### config.mk
export PLATFORM = sky130hd
export DESIGN_NAME = esp_uart_bridge_flat
export DESIGN_NICKNAME = d
export VERILOG_FILES = /design/src/rtl/esp_uart_bridge_pkg.sv /design/src/rtl/esp_uart_bridge_if.sv /design/src/rtl/esp_uart_bridge.sv /design/src/flat_wrapper.sv
export SDC_FILE = /design/constraint.sdc
export NUM_CORES = 1
export LEC_CHECK = 0
export CORE_MARGIN = 3
export CORE_UTILIZATION = 41
export DETAILED_ROUTE_END_ITERATION = 8
export GPL_TIMING_DRIVEN = 1
export PLACE_DENSITY = 0.81
export SLEW_MARGIN = 20
export SYNTH_ARGS = -nofsm -noshare
export SYNTH_HDL_FRONTEND = slang
export SYNTH_SLANG_ARGS = --single-unit
### constraint.sdc
create_clock -name clk -period 3.02 [get_ports clk]
set_input_delay 0.755 -clock clk [delete_from_list [all_inputs] [get_ports clk]]
set_output_delay 0.755 -clock clk [all_outputs]
set_load 0.03 [all_outputs]
### src/rtl/esp_uart_bridge_pkg.sv
// rtl/esp_uart_bridge_pkg.sv - register map constants shared by the ESP UART bridge
package esp_uart_bridge_pkg;

    // Word offsets inside the 4-word window
    localparam logic [1:0] REG_STATUS = 2'd0;
    localparam logic [1:0] REG_DATA   = 2'd1;
    localparam logic [1:0] REG_CTRL   = 2'd2;

    // STATUS bit positions
    localparam int ST_RX_AVAIL = 0;
    localparam int ST_TX_FULL  = 1;
    localparam int ST_OVF      = 2;
    localparam int ST_FE       = 3;
    localparam int ST_TX_DROP  = 4;
    localparam int ST_IRQ      = 5;

    // CTRL bit positions
    localparam int CTRL_RX_IE  = 0;
    localparam int CTRL_ERR_IE = 1;

    // DATA read: set when the RX FIFO had nothing to give
    localparam int DATA_EMPTY_BIT = 31;

    // The ninth TX bit only travels when byte lane 1 is enabled
    function automatic logic [8:0] tx_byte(input logic [31:0] wrdata, input logic [3:0] bytesel);
        return {bytesel[1] & wrdata[8], wrdata[7:0]};
    endfunction

endpackage

### src/rtl/esp_uart_bridge_if.sv
// rtl/esp_uart_bridge_if.sv - CPU bus slave port of the ESP UART bridge
interface esp_uart_bridge_if;
    logic [1:0]  bus_addr;
    logic [31:0] bus_wrdata;
    logic [3:0]  bus_bytesel;
    logic        bus_wren;
    logic        bus_strobe;
    logic        bus_wait;
    logic [31:0] bus_rddata;

    modport master (
        output bus_addr, bus_wrdata, bus_bytesel, bus_wren, bus_strobe,
        input  bus_wait, bus_rddata
    );

    modport slave (
        input  bus_addr, bus_wrdata, bus_bytesel, bus_wren, bus_strobe,
        output bus_wait, bus_rddata
    );
endinterface

### src/rtl/esp_uart_bridge.sv
// rtl/esp_uart_bridge.sv - CPU register window onto the ESP UART TX/RX FIFOs
module esp_uart_bridge
    import esp_uart_bridge_pkg::*;
#(
    parameter int TX_TIMEOUT = 1023
) (
    input  logic               clk,
    input  logic               reset,
    esp_uart_bridge_if.slave   bus,
    output logic [8:0]         txfifo_data,
    output logic               txfifo_wr,
    input  logic               txfifo_full,
    input  logic [8:0]         rxfifo_data,
    output logic               rxfifo_rd,
    input  logic               rxfifo_empty,
    input  logic               rxfifo_overflow,
    input  logic               rx_framing_error,
    output logic               irq
);

    typedef enum logic [1:0] {IDLE, RD_ACK, TX_STALL} state_t;

    // Counter only has to reach TX_TIMEOUT-1; TX_TIMEOUT=0 disables the timeout
    localparam int CNT_W = (TX_TIMEOUT < 2) ? 1 : $clog2(TX_TIMEOUT);
    localparam logic [CNT_W-1:0] CNT_LAST = (TX_TIMEOUT == 0) ? '0 : CNT_W'(TX_TIMEOUT - 1);

    state_t           state, state_next;
    logic [31:0]      rddata_q;
    logic [8:0]       tx_latch;
    logic [CNT_W-1:0] cnt;
    logic [1:0]       ctrl;
    logic             ovf, fe, tx_drop;

    logic             wait_c, tx_wr_c, rx_rd_c;
    logic [8:0]       tx_data_c;
    logic             rd_load, latch_load, cnt_clr, drop_set, w1c, ctrl_we;
    logic [31:0]      rd_value;
    logic [31:0]      status_val;

    logic unused_bits;
    assign unused_bits = ^{bus.bus_wrdata[31:9], bus.bus_bytesel[3:2]};

    // Live STATUS word as seen by a read in the current cycle
    always_comb begin
        status_val              = '0;
        status_val[ST_RX_AVAIL] = !rxfifo_empty;
        status_val[ST_TX_FULL]  = txfifo_full;
        status_val[ST_OVF]      = ovf;
        status_val[ST_FE]       = fe;
        status_val[ST_TX_DROP]  = tx_drop;
        status_val[ST_IRQ]      = irq;
    end

    // Access decode and FSM next-state; all bus/FIFO strobes come from here
    always_comb begin
        state_next = state;
        wait_c     = 1'b0;
        tx_wr_c    = 1'b0;
        tx_data_c  = '0;
        rx_rd_c    = 1'b0;
        rd_load    = 1'b0;
        rd_value   = '0;
        latch_load = 1'b0;
        cnt_clr    = 1'b0;
        drop_set   = 1'b0;
        w1c        = 1'b0;
        ctrl_we    = 1'b0;
        case (state)
            IDLE: begin
                if (bus.bus_strobe && !bus.bus_wren) begin
                    wait_c     = 1'b1;
                    rd_load    = 1'b1;
                    state_next = RD_ACK;
                    case (bus.bus_addr)
                        REG_STATUS: rd_value = status_val;
                        REG_DATA: begin
                            if (rxfifo_empty) begin
                                rd_value[DATA_EMPTY_BIT] = 1'b1;
                            end else begin
                                rd_value = {23'b0, rxfifo_data};
                                rx_rd_c  = 1'b1;
                            end
                        end
                        REG_CTRL: rd_value = {30'b0, ctrl};
                        default:  rd_value = '0;
                    endcase
                end else if (bus.bus_strobe) begin
                    case (bus.bus_addr)
                        REG_STATUS: w1c     = bus.bus_bytesel[0];
                        REG_CTRL:   ctrl_we = bus.bus_bytesel[0];
                        REG_DATA: begin
                            if (bus.bus_bytesel[0] && !txfifo_full) begin
                                tx_wr_c   = 1'b1;
                                tx_data_c = tx_byte(bus.bus_wrdata, bus.bus_bytesel);
                            end else if (bus.bus_bytesel[0]) begin
                                wait_c     = 1'b1;
                                latch_load = 1'b1;
                                cnt_clr    = 1'b1;
                                state_next = TX_STALL;
                            end
                        end
                        default: ;
                    endcase
                end
            end
            RD_ACK: begin
                state_next = IDLE;
            end
            TX_STALL: begin
                if (!bus.bus_strobe) begin
                    state_next = IDLE;
                end else if (!txfifo_full) begin
                    tx_wr_c    = 1'b1;
                    tx_data_c  = tx_latch;
                    state_next = IDLE;
                end else if ((TX_TIMEOUT != 0) && (cnt == CNT_LAST)) begin
                    drop_set   = 1'b1;
                    state_next = IDLE;
                end else begin
                    wait_c = 1'b1;
                end
            end
            default: state_next = IDLE;
        endcase
    end

    // Combinational strobes are forced low while reset is held
    assign bus.bus_wait   = wait_c & ~reset;
    assign bus.bus_rddata = rddata_q;
    assign txfifo_wr      = tx_wr_c & ~reset;
    assign txfifo_data    = reset ? 9'h000 : tx_data_c;
    assign rxfifo_rd      = rx_rd_c & ~reset;

    // FSM state, read-data holding register, stalled byte and timeout counter
    always_ff @(posedge clk or posedge reset) begin
        if (reset) begin
            state    <= IDLE;
            rddata_q <= '0;
            tx_latch <= '0;
            cnt      <= '0;
        end else begin
            state <= state_next;
            if (rd_load) begin
                rddata_q <= rd_value;
            end
            if (latch_load) begin
                tx_latch <= tx_byte(bus.bus_wrdata, bus.bus_bytesel);
            end
            if (cnt_clr) begin
                cnt <= '0;
            end else if (state == TX_STALL) begin
                cnt <= cnt + 1'b1;
            end
        end
    end

    // CTRL register and sticky error flags; a new event beats a same-cycle W1C
    always_ff @(posedge clk or posedge reset) begin
        if (reset) begin
            ctrl    <= '0;
            ovf     <= 1'b0;
            fe      <= 1'b0;
            tx_drop <= 1'b0;
        end else begin
            if (ctrl_we) begin
                ctrl <= bus.bus_wrdata[1:0];
            end
            ovf     <= rxfifo_overflow  | (ovf     & ~(w1c & bus.bus_wrdata[ST_OVF]));
            fe      <= rx_framing_error | (fe      & ~(w1c & bus.bus_wrdata[ST_FE]));
            tx_drop <= drop_set         | (tx_drop & ~(w1c & bus.bus_wrdata[ST_TX_DROP]));
        end
    end

    // Registered level interrupt, one cycle behind its causes
    always_ff @(posedge clk or posedge reset) begin
        if (reset) begin
            irq <= 1'b0;
        end else begin
            irq <= (ctrl[CTRL_RX_IE] & ~rxfifo_empty) |
                   (ctrl[CTRL_ERR_IE] & (ovf | fe | tx_drop));
        end
    end

endmodule

### src/flat_wrapper.sv
// flat-port wrapper written by rule: the top's interface ports become plain ports
module esp_uart_bridge_flat import esp_uart_bridge_pkg::*;
#(
    parameter int TX_TIMEOUT = 1023
)
  (clk, reset, txfifo_data, txfifo_wr, txfifo_full, rxfifo_data, rxfifo_rd, rxfifo_empty, rxfifo_overflow, rx_framing_error, irq, bus_bus_addr, bus_bus_wrdata, bus_bus_bytesel, bus_bus_wren, bus_bus_strobe, bus_bus_wait, bus_bus_rddata);
  esp_uart_bridge_if bus_i ();
  input  logic clk;
  input  logic reset;
  output logic [8:0] txfifo_data;
  output logic txfifo_wr;
  input  logic txfifo_full;
  input  logic [8:0] rxfifo_data;
  output logic rxfifo_rd;
  input  logic rxfifo_empty;
  input  logic rxfifo_overflow;
  input  logic rx_framing_error;
  output logic irq;
  input wire logic [$bits(bus_i.bus_addr)-1:0] bus_bus_addr;
  input wire logic [$bits(bus_i.bus_wrdata)-1:0] bus_bus_wrdata;
  input wire logic [$bits(bus_i.bus_bytesel)-1:0] bus_bus_bytesel;
  input wire logic [$bits(bus_i.bus_wren)-1:0] bus_bus_wren;
  input wire logic [$bits(bus_i.bus_strobe)-1:0] bus_bus_strobe;
  output wire logic [$bits(bus_i.bus_wait)-1:0] bus_bus_wait;
  output wire logic [$bits(bus_i.bus_rddata)-1:0] bus_bus_rddata;
  assign bus_i.bus_addr = bus_bus_addr;
  assign bus_i.bus_wrdata = bus_bus_wrdata;
  assign bus_i.bus_bytesel = bus_bus_bytesel;
  assign bus_i.bus_wren = bus_bus_wren;
  assign bus_i.bus_strobe = bus_bus_strobe;
  assign bus_bus_wait = bus_i.bus_wait;
  assign bus_bus_rddata = bus_i.bus_rddata;
  esp_uart_bridge #(.TX_TIMEOUT(TX_TIMEOUT)) u_core (.clk(clk), .reset(reset), .bus(bus_i), .txfifo_data(txfifo_data), .txfifo_wr(txfifo_wr), .txfifo_full(txfifo_full), .rxfifo_data(rxfifo_data), .rxfifo_rd(rxfifo_rd), .rxfifo_empty(rxfifo_empty), .rxfifo_overflow(rxfifo_overflow), .rx_framing_error(rx_framing_error), .irq(irq));
endmodule
==> results of run 1 <==
synth_stat cells, types with 6 or more instances:
library cell / instances / area [sq um]
dfrtp_1: 37 / 925.9
buf_4: 22 / 165.2
nand2_1: 20 / 75.07
a21oi_1: 14 / 70.07
mux2_2: 11 / 123.9
a22o_1: 10 / 87.58
o31ai_1: 9 / 67.56
o21ai_0: 8 / 40.04
nand2b_1: 7 / 43.79
or3_1: 7 / 43.79
inv_1: 6 / 22.52
nor2b_1: 6 / 37.54
worst max path at each step:
stage / startpoint / endpoint / slack (ns)
6_report: txfifo_full / txfifo_data[4] / 0.09
5_1_grt: txfifo_full / txfifo_data[1] / 0.02
4_1_cts: bus_bus_wren / txfifo_data[2] / 0.004
3_5_place_dp: bus_bus_strobe / txfifo_data[6] / -0.15
3_3_place_gp: bus_bus_strobe / txfifo_data[6] / -0.15
2_1_floorplan: bus_bus_wren / rxfifo_rd / 0.12
timing repair:
action / CTS / global route
cloned: 1 / 0
pin swaps: 3 / 1
gates resized for setup: 11 / 1
endpoints found under the setup margin: 12 / 6
per-stage QoR:
stage	cell area (sq um)	total power [mW]
2_1_floorplan	2178	0.9206
3_3_place_gp	2681	1.032
3_5_place_dp	2681	1.048
4_1_cts	2803	1.399
5_1_grt	2805	1.476
6_report	2805	1.386
routing by layer:
metal | wire length [um] | GRT usage
met4 | 60 | 0.05160
met2 | 2209 | 0.2651
met3 | 382 | 0.04872
met5 | 0 | 0
met1 | 2053 | 0.2091
power breakdown:
group	internal (mW)	switching (mW)	leakage, nW
combinational	0.166	0.199	0.699
sequential	0.590	0.0869	0.463
clock	0.181	0.164	0.0443
total	0.936	0.450	1.21
registers in the layout, indices dropped and copies added, names as in the netlist:
signal / count
u_core.bus.bus_rddata: 10
u_core.cnt: 10
u_core.tx_latch: 9
u_core.ctrl: 2
u_core.state: 2
u_core.fe: 1
u_core.irq: 1
u_core.ovf: 1
u_core.tx_drop: 1
worst max-delay path, stage by stage:
cell	delay [ns]
dlygate4sd2_1	0.26
or3_4	0.39
nor4_4	0.31
buf_4	0.19
a22o_1	0.12
buf_4	0.15
cell type report:
cell class	instances	area (sq um)	area share
repair buffers	69	638.1	0.2275
clock buffers	7	86.33	0.03078
multi-input cells	157	1049	0.3738
inverters	6	22.52	0.008029
well taps	67	83.83	0.02988
flip-flops and latches	37	925.9	0.3301
logic make-up (layout without fill, tap and decap cells):
kind of cell / count (synthesis) / in the layout
DFF: 37 / 37
AOI/OAI and AO/OA: 50 / 50
other: 1 / 22
adders and majority gates: 2 / 2
buffers and inverters: 35 / 82
xor gates and xnor gates: 1 / 1
and+or+nand+nor: 70 / 70
muxes: 12 / 12
==> metrics.cfg, run 1 <==
[run_status]
status = finished, final reports clean

[final_layout]
final_cells = 343
antenna_cells = 0
most-common-layout-cells = clkdlybuf4s50_1, dfrtp_1, buf_4
drive_above_1_share = 0.2029
fin_util = 0.5823
syn_to_final_growth_pct = 34.01
final_nets = 333
nFillCells = 422

[placement]
gp_congestion = 0.7740
hpwl_mm = 3.556
port_buffers = 52
dp_cells = 335
post-place-ws_ns = -0.1547

[timing]
max_freq_ghz = 0.3410
setup_tns_ns = 0
maxSlewViolCount = 0
setup_viol = 0
max_slew.worst_pin.slew_ns = 0.6118
fin_crit_ns = 2.933
slew_headroom = 0.5917
min_period_over_period = 0.9711
worst_clock_skew_ns = 0.005996
holdWs_ns = 0.4832
grt_setup_unrepaired = no
hold_violations = 0
timing.final.ws_setup_ns = 0.08727

[global_route]
grt_pass1_wl_mm = 7.845
grt_max_degree = 25
antenna_found_initial = 0
grt_use_total = 0.1633
grt-ovfl-total = 0
grt_pass1_vias = 1691

[die]
fp.dieH_um = 77.45
start_util = 0.4345
num_io_pins = 100
core_area_sq_mm = 0.004817
dieWidth_um = 77.45
rows = 25
die_area_sq_mm = 0.005999

[yosys]
syn_area_sq_mm = 0.002093
yosys.area_share.adder = 0.01195
synth-seq-cells = 37
synth_cell_types = 41
ys_async_sr_fraction = 1.000
synth_top_family_by_area = simple AND/OR/NAND/NOR gates
yosys.area_share.simple = 0.2050
yosysWarnings = 0
synth_compound_area_frac = 0.1626
synth_edf_count = 0
synth_cells = 208
avgSynthCellArea_sq_um = 10.06
synth-xor-area-share = 0.004184
synthMuxAreaShare = 0.06396
ys_seq_area_frac = 0.4423
synthFlopType = dfrtp_1

[clock_tree]
clockBufferDepth = 2
cts_made_buffers = 5
post_cts_buffers = 0
htreeDepth = 2
cts_sinks = 37
cts_tree = yes
clockRootBuffer = clkbuf_8
postCtsHoldBufs = 0
clock_latency_ns = 0.29
path_clk_slew_ns = 0.06

[detailed_routing]
ant_nets = 0
wl_per_cell_um = 13.72
vias = 1721
drc = 0
first_pass_iters = 4
wl_mm = 4.706
viasPerCell = 5.017
dr.first_iter.drc_count = 73

[setup_path]
startpoint_type = input pin
rrSetupSlack_ns = 1.00
crit_required_ns = 2.26
regToRegStartpoint = u_core.state[0]
ff2ff_path_depth = 5
regToRegEndpoint = u_core.tx_latch[7]
crit_arrival_ns = 2.18
endpoint_kind = output port
worstPathMaxFanout = 4
critPathKind = input pin to output port

[flow_run]
maxCapViolCount = 0

[pwr]
powerDensity_mw_per_mm2 = 494.0
ir_worst_vdd_uv = 228.2
cellLeakagePower_nw = 1.207

[min_path]
hold_end = u_core.bus.bus_rddata[2]
worstHoldStart = u_core.bus.bus_rddata[2]
hold_class = register to register
holdPathStages = 2

(Power assumes the default switching activity.)
==> run 2: changes to the inputs <==
--- a/config.mk
+++ b/config.mk
@@ -10,6 +10,7 @@
 export DETAILED_ROUTE_END_ITERATION = 8
 export GPL_TIMING_DRIVEN = 1
 export PLACE_DENSITY = 0.81
+export REMOVE_ABC_BUFFERS = 1
 export SLEW_MARGIN = 20
 export SYNTH_ARGS = -nofsm -noshare
 export SYNTH_HDL_FRONTEND = slang
==> run 2 against run 1 <==
Effect of this change: the flow now finishes with violations (setup timing); clock-buffer cell count stayed put; combinational power grew 2%; routed wire length increased by 3.0%; global-route usage rose by 0.39 points; via count increased by 4.0%; maximum frequency is 2.9% lower; worst hold slack worse by 0.0033 ns; design area is 2.3% higher; highest routed layer unchanged; non-clock buffer count up 3; first-iteration DRC count is 56% higher; clock skew about the same; sequential cell count is the same.
==> metrics.cfg, run 2 (synthesis results as in run 1) <==
[run_status]
status = complete, but fails checks
violations = setup timing

[placement]
hpwl_mm = 3.577  ; +0.60%
gp_congestion = 0.8617  ; +11%
dp_cells = 339  ; +1.2%
post-place-ws_ns = -0.1891  ; -0.03438 ns
port_buffers = 52  ; unchanged

[flow_run]
maxCapViolCount = 0  ; unchanged

[clock_tree]
htreeDepth = 2  ; unchanged
clockRootBuffer = clkbuf_8
cts_tree = yes
clockBufferDepth = 2  ; unchanged
path_clk_slew_ns = 0.07  ; about the same
cts_made_buffers = 5  ; unchanged
post_cts_buffers = 0  ; unchanged
clock_latency_ns = 0.29  ; about the same
postCtsHoldBufs = 0  ; unchanged
cts_sinks = 37  ; unchanged

[timing]
worst_clock_skew_ns = 0.006085  ; +0.00008885 ns
hold_violations = 0  ; unchanged
min_period_over_period = 1.000  ; +0.02904
timing.final.ws_setup_ns = -0.0004170  ; -0.08769 ns
fin_crit_ns = 3.020  ; +0.08769 ns
maxSlewViolCount = 0  ; unchanged
setup_viol = 1  ; +1
max_freq_ghz = 0.3311  ; -2.9%

[die]
num_io_pins = 100  ; unchanged
fp.dieH_um = 77.45  ; unchanged
core_area_sq_mm = 0.004817  ; unchanged
dieWidth_um = 77.45  ; unchanged
rows = 25  ; unchanged
die_area_sq_mm = 0.005999  ; unchanged
start_util = 0.4345  ; unchanged

[min_path]
hold_end = u_core.bus.bus_rddata[8]
worstHoldStart = u_core.bus.bus_rddata[8]
hold_class = register to register
holdPathStages = 2  ; unchanged

[setup_path]
crit_arrival_ns = 2.27  ; +0.09 ns
regToRegEndpoint = u_core.tx_latch[1]
rrSetupSlack_ns = 1.02  ; +0.02 ns
critPathKind = input pin to output port
worstPathMaxFanout = 3  ; -1
ff2ff_path_depth = 5  ; unchanged
crit_required_ns = 2.26  ; about the same
startpoint_type = input pin
endpoint_kind = output port
regToRegStartpoint = u_core.state[0]

[global_route]
antenna_found_initial = 0  ; unchanged
grt_use_total = 0.1672  ; +0.003881
grt_max_degree = 23  ; -8.0%
grt_pass1_vias = 1785  ; +5.6%
grt_pass1_wl_mm = 8.121  ; +3.5%
grt-ovfl-total = 0  ; unchanged

[final_layout]
antenna_cells = 0  ; unchanged
seq_area_sq_um = 925.9  ; unchanged
final_cells = 347  ; +1.2%
most-common-layout-cells = clkdlybuf4s50_1, dfrtp_1, buf_4
drive_above_1_share = 0.2179  ; +0.01496
syn_to_final_growth_pct = 37.12
nFillCells = 422  ; unchanged
multi_input_area_sq_mm = 0.001047  ; -0.12%
final_nets = 336  ; +0.90%

[detailed_routing]
vias = 1789  ; +4.0%
ant_nets = 0  ; unchanged
first_pass_iters = 4  ; unchanged
dr.first_iter.drc_count = 114  ; +56%
wl_per_cell_um = 13.97  ; +1.9%
drc = 0  ; unchanged
viasPerCell = 5.156  ; +2.8%
wl_mm = 4.849  ; +3.0%

[pwr]
ir_worst_vdd_uv = 367.0  ; +61%
powerDensity_mw_per_mm2 = 520.3  ; +5.3%
total_power_mw = 1.493  ; +7.8%
cellLeakagePower_nw = 1.249  ; +3.6%

[run 2: cell types whose count changed in the layout (fill, tap and decap cells not counted), sizes merged]
cell / change
buf: +2
bufinv: +1
bufbuf: +1
dlygate4sd2: -2
clkdlybuf4s15: +1
dlymetal6s2s: +1
[run 2: worst max-delay path by stage]
| stage | from | endpoint | depth (start not counted) |
|---|---|---|---|
| detailed placement | bus_bus_strobe | txfifo_data[7] | 6 |
| CTS | txfifo_full | txfifo_data[4] | 6 |
| floorplan | bus_bus_wren | rxfifo_rd | 2 |
| global placement | bus_bus_strobe | txfifo_data[4] | 6 |
| finish | bus_bus_wren | rxfifo_rd | 4 |
| global route | bus_bus_wren | rxfifo_rd | 4 |
[run 2: critical path: stages]
cell and delay [ns]:
clkdlybuf4s50_1 0.49, or4b_4 0.52, nor4_2 0.29, buf_4 0.21
[run 2: power by group]
group	total, mW	leakage, nW	switching (mW)	internal [mW]
combinational	0.370	0.728	0.199	0.171
clock	0.446	0.0585	0.176	0.269
sequential	0.677	0.463	0.0881	0.589
total	1.49	1.25	0.464	1.03
[run 2: timing repair]
| item | 4_1_cts | 5_1_grt |
|---|---|---|
| endpoints found under the setup margin | 12 | 10 |
| pin swaps | 1 | 0 |
| resized for setup | 10 | 3 |
[run 2: layout make-up]
type	instances	area share
clock buffer	7	0.03008
multi-input combinational	157	0.3649
inverter	6	0.007847
clock inverter	1	0.01046
sequential	37	0.3226
tap	67	0.02921
timing repair buffer	72	0.2350
[run 2: per-layer routing]
layer / GRT usage / wire length, um / vias to the layer above
met2: 0.2712 / 2335 / 66
li1: - / - / 854
met5: 0 / 0 / -
met4: 0.06940 / 85 / 0
met1: 0.2034 / 2072 / 861
met3: 0.05568 / 356 / 8
[run 2: through the flow]
| step | hold slack, ns | setup TNS, ns | area [sq um] | util |
|---|---|---|---|---|
| 6_report | 0.4799 | -0.0004170 | 2870 | 0.5958 |
| 5_1_grt | 0.5126 | -0.0002272 | 2870 | 0.5958 |
| 4_1_cts | 0.4864 | 0 | 2864 | 0.5945 |
| 3_5_place_dp | 0.4703 | -2.098 | 2705 | 0.5616 |
| 3_3_place_gp | 0.4618 | -1.966 | 2705 | 0.5616 |
| 2_1_floorplan | 0.4665 | -0.2597 | 1968 | - |
==> run 3: changes to the inputs <==
--- a/config.mk
+++ b/config.mk
@@ -5,11 +5,13 @@
 export SDC_FILE = /design/constraint.sdc
 export NUM_CORES = 1
 export LEC_CHECK = 0
+export CAP_MARGIN = 30
 export CORE_MARGIN = 3
-export CORE_UTILIZATION = 41
+export CORE_UTILIZATION = 42
+export CTS_BUF_LIST = sky130_fd_sc_hd__clkbuf_2 sky130_fd_sc_hd__clkbuf_4 sky130_fd_sc_hd__clkbuf_8
 export DETAILED_ROUTE_END_ITERATION = 8
-export GPL_TIMING_DRIVEN = 1
-export PLACE_DENSITY = 0.81
+export GPL_TIMING_DRIVEN = 0
+export PLACE_DENSITY = 0.82
 export REMOVE_ABC_BUFFERS = 1
 export SLEW_MARGIN = 20
 export SYNTH_ARGS = -nofsm -noshare
==> run 3 against run 2 <==
Effect of this change: the run now ends clean; clock power down 20%; critical path depth up 2; first-iteration DRC count down 7.0%; die area down 2.2%; highest routed layer unchanged; non-clock buffer count down 14; sequential share of layout area up 2.1 points; clock skew about the same; worst hold slack about the same; power down 7.3%; largest power group unchanged.
==> metrics.cfg, run 3 (synthesis results as in run 1) <==
[setup_path]
crit_required_ns = 2.26  ; about the same
endpoint_kind = output port
rrSetupSlack_ns = 0.63  ; -0.39 ns
regToRegEndpoint = u_core.tx_latch[7]
ff2ff_path_depth = 5  ; unchanged
crit_arrival_ns = 2.20  ; -0.07 ns
startpoint_type = input pin
critPathKind = input pin to output port
regToRegStartpoint = u_core.state[0]
worstPathMaxFanout = 6  ; +3

[timing]
hold_violations = 0  ; unchanged
maxSlewViolCount = 0  ; unchanged
fin_crit_ns = 2.956  ; -0.06434 ns
timing.final.ws_setup_ns = 0.06393  ; +0.06434 ns
holdWs_ns = 0.4797  ; -0.0002280 ns
setup_tns_ns = 0  ; +0.0004170 ns
grt_setup_unrepaired = no
setup_viol = 0  ; -1
max_freq_ghz = 0.3383  ; +2.2%
worst_clock_skew_ns = 0.006232  ; +0.0001473 ns
max_slew.worst_pin.slew_ns = 0.7564
slew_headroom = 0.4950
min_period_over_period = 0.9788  ; -0.02131

[placement]
port_buffers = 52  ; unchanged
place_area_sq_mm = 0.002589  ; -4.3%
dp_cells = 321  ; -5.3%
hpwl_mm = 3.340  ; -6.6%
gp_congestion = 0.8448  ; -2.0%
post-place-ws_ns = -1.036  ; -0.8472 ns

[final_layout]
most-common-layout-cells = dfrtp_1, clkdlybuf4s50_1, conb_1
final_cells = 333  ; -4.0%
final_nets = 323  ; -3.9%
layout_commonest_cell = dfrtp_1
syn_to_final_growth_pct = 28.75
antenna_cells = 0  ; unchanged
fin_util = 0.5668  ; -0.02900
final_area_sq_mm = 0.002695  ; -6.1%
drive_above_1_share = 0.1955  ; -0.02237

[detailed_routing]
drc = 0  ; unchanged
ant_nets = 0  ; unchanged
first_pass_iters = 4  ; unchanged
dr.first_iter.drc_count = 106  ; -7.0%
wl_per_cell_um = 14.53  ; +4.0%
viasPerCell = 5.114  ; -0.81%
vias = 1703  ; -4.8%
wl_mm = 4.839  ; -0.21%

[min_path]
worstHoldStart = u_core.bus.bus_rddata[8]
hold_end = u_core.bus.bus_rddata[8]
hold_class = register to register
holdPathStages = 2  ; unchanged

[global_route]
grt_max_degree = 38  ; +65%
grt_pass1_wl_mm = 7.990  ; -1.6%
antenna_found_initial = 0  ; unchanged
grt-ovfl-total = 0  ; unchanged
grt_use_total = 0.1668  ; -0.0004107
grt_pass1_vias = 1648  ; -7.7%

[pwr]
cellLeakagePower_nw = 1.170  ; -6.4%
powerDensity_mw_per_mm2 = 513.7  ; -1.3%
total_power_mw = 1.385  ; -7.3%
ir_worst_vdd_uv = 220.3  ; -40%

[die]
die_area_sq_mm = 0.005867  ; -2.2%
start_util = 0.4403  ; +0.005718
rows = 25  ; unchanged
fp.dieH_um = 76.60  ; -1.1%
dieWidth_um = 76.60  ; -1.1%
core_area_sq_mm = 0.004755  ; -1.3%
num_io_pins = 100  ; unchanged

[flow_run]
maxCapViolCount = 0  ; unchanged

[clock_tree]
clockRootBuffer = clkbuf_8
cts_sinks = 37  ; unchanged
cts_made_buffers = 5  ; unchanged
clock_latency_ns = 0.29  ; about the same
clockBufferDepth = 2  ; unchanged
path_clk_slew_ns = 0.07  ; about the same
htreeDepth = 2  ; unchanged
cts_tree = yes

[run_status]
status = finished, final reports clean

[run 3: worst max path at each step]
stage	start	endpoint	slack, ns
3_5_place_dp	bus_bus_strobe	txfifo_data[4]	-1.04
4_1_cts	bus_bus_strobe	txfifo_wr	0.005
2_1_floorplan	bus_bus_wren	rxfifo_rd	-0.26
6_report	txfifo_full	txfifo_data[6]	0.06
3_3_place_gp	bus_bus_strobe	txfifo_data[1]	-1.02
5_1_grt	txfifo_full	txfifo_data[0]	0.01
[run 3: layout make-up]
class                   count  area (sq um)
clock buffers               7         90.09
well taps                  67         83.83
fillers                   427          2059
flip-flops and latches     37         925.9
repair buffers             58         511.7
inverters                   6         22.52
multi-input cells         158          1061
[run 3: power by group]
group          internal, mW  switching, mW  leakage, nW
sequential            0.589         0.0872        0.463
combinational         0.154          0.196        0.659
clock                 0.190          0.168       0.0477
total                 0.934          0.451         1.17
[run 3: metal layers]
metal	GRT usage	wire length (um)
met1	0.2165	2050
met4	0.04710	38
met2	0.2654	2352
met3	0.05556	397
met5	0	0
[run 3: what timing repair did]
action / in CTS / in global routing
gates resized for setup: 76 / 16
cloned: 1 / 1
endpoints found under the setup margin: 12 / 11
hold buffers: 0 / 0
buffers inserted: 3 / 0
pin swaps: 1 / 1
[run 3: worst max-delay path, cell delays in order]
cell and delay, ns:
dlygate4sd2_1 0.31, or3_4 0.41, nor4_4 0.22, buf_4 0.20
a22o_1 0.12, clkbuf_4 0.18
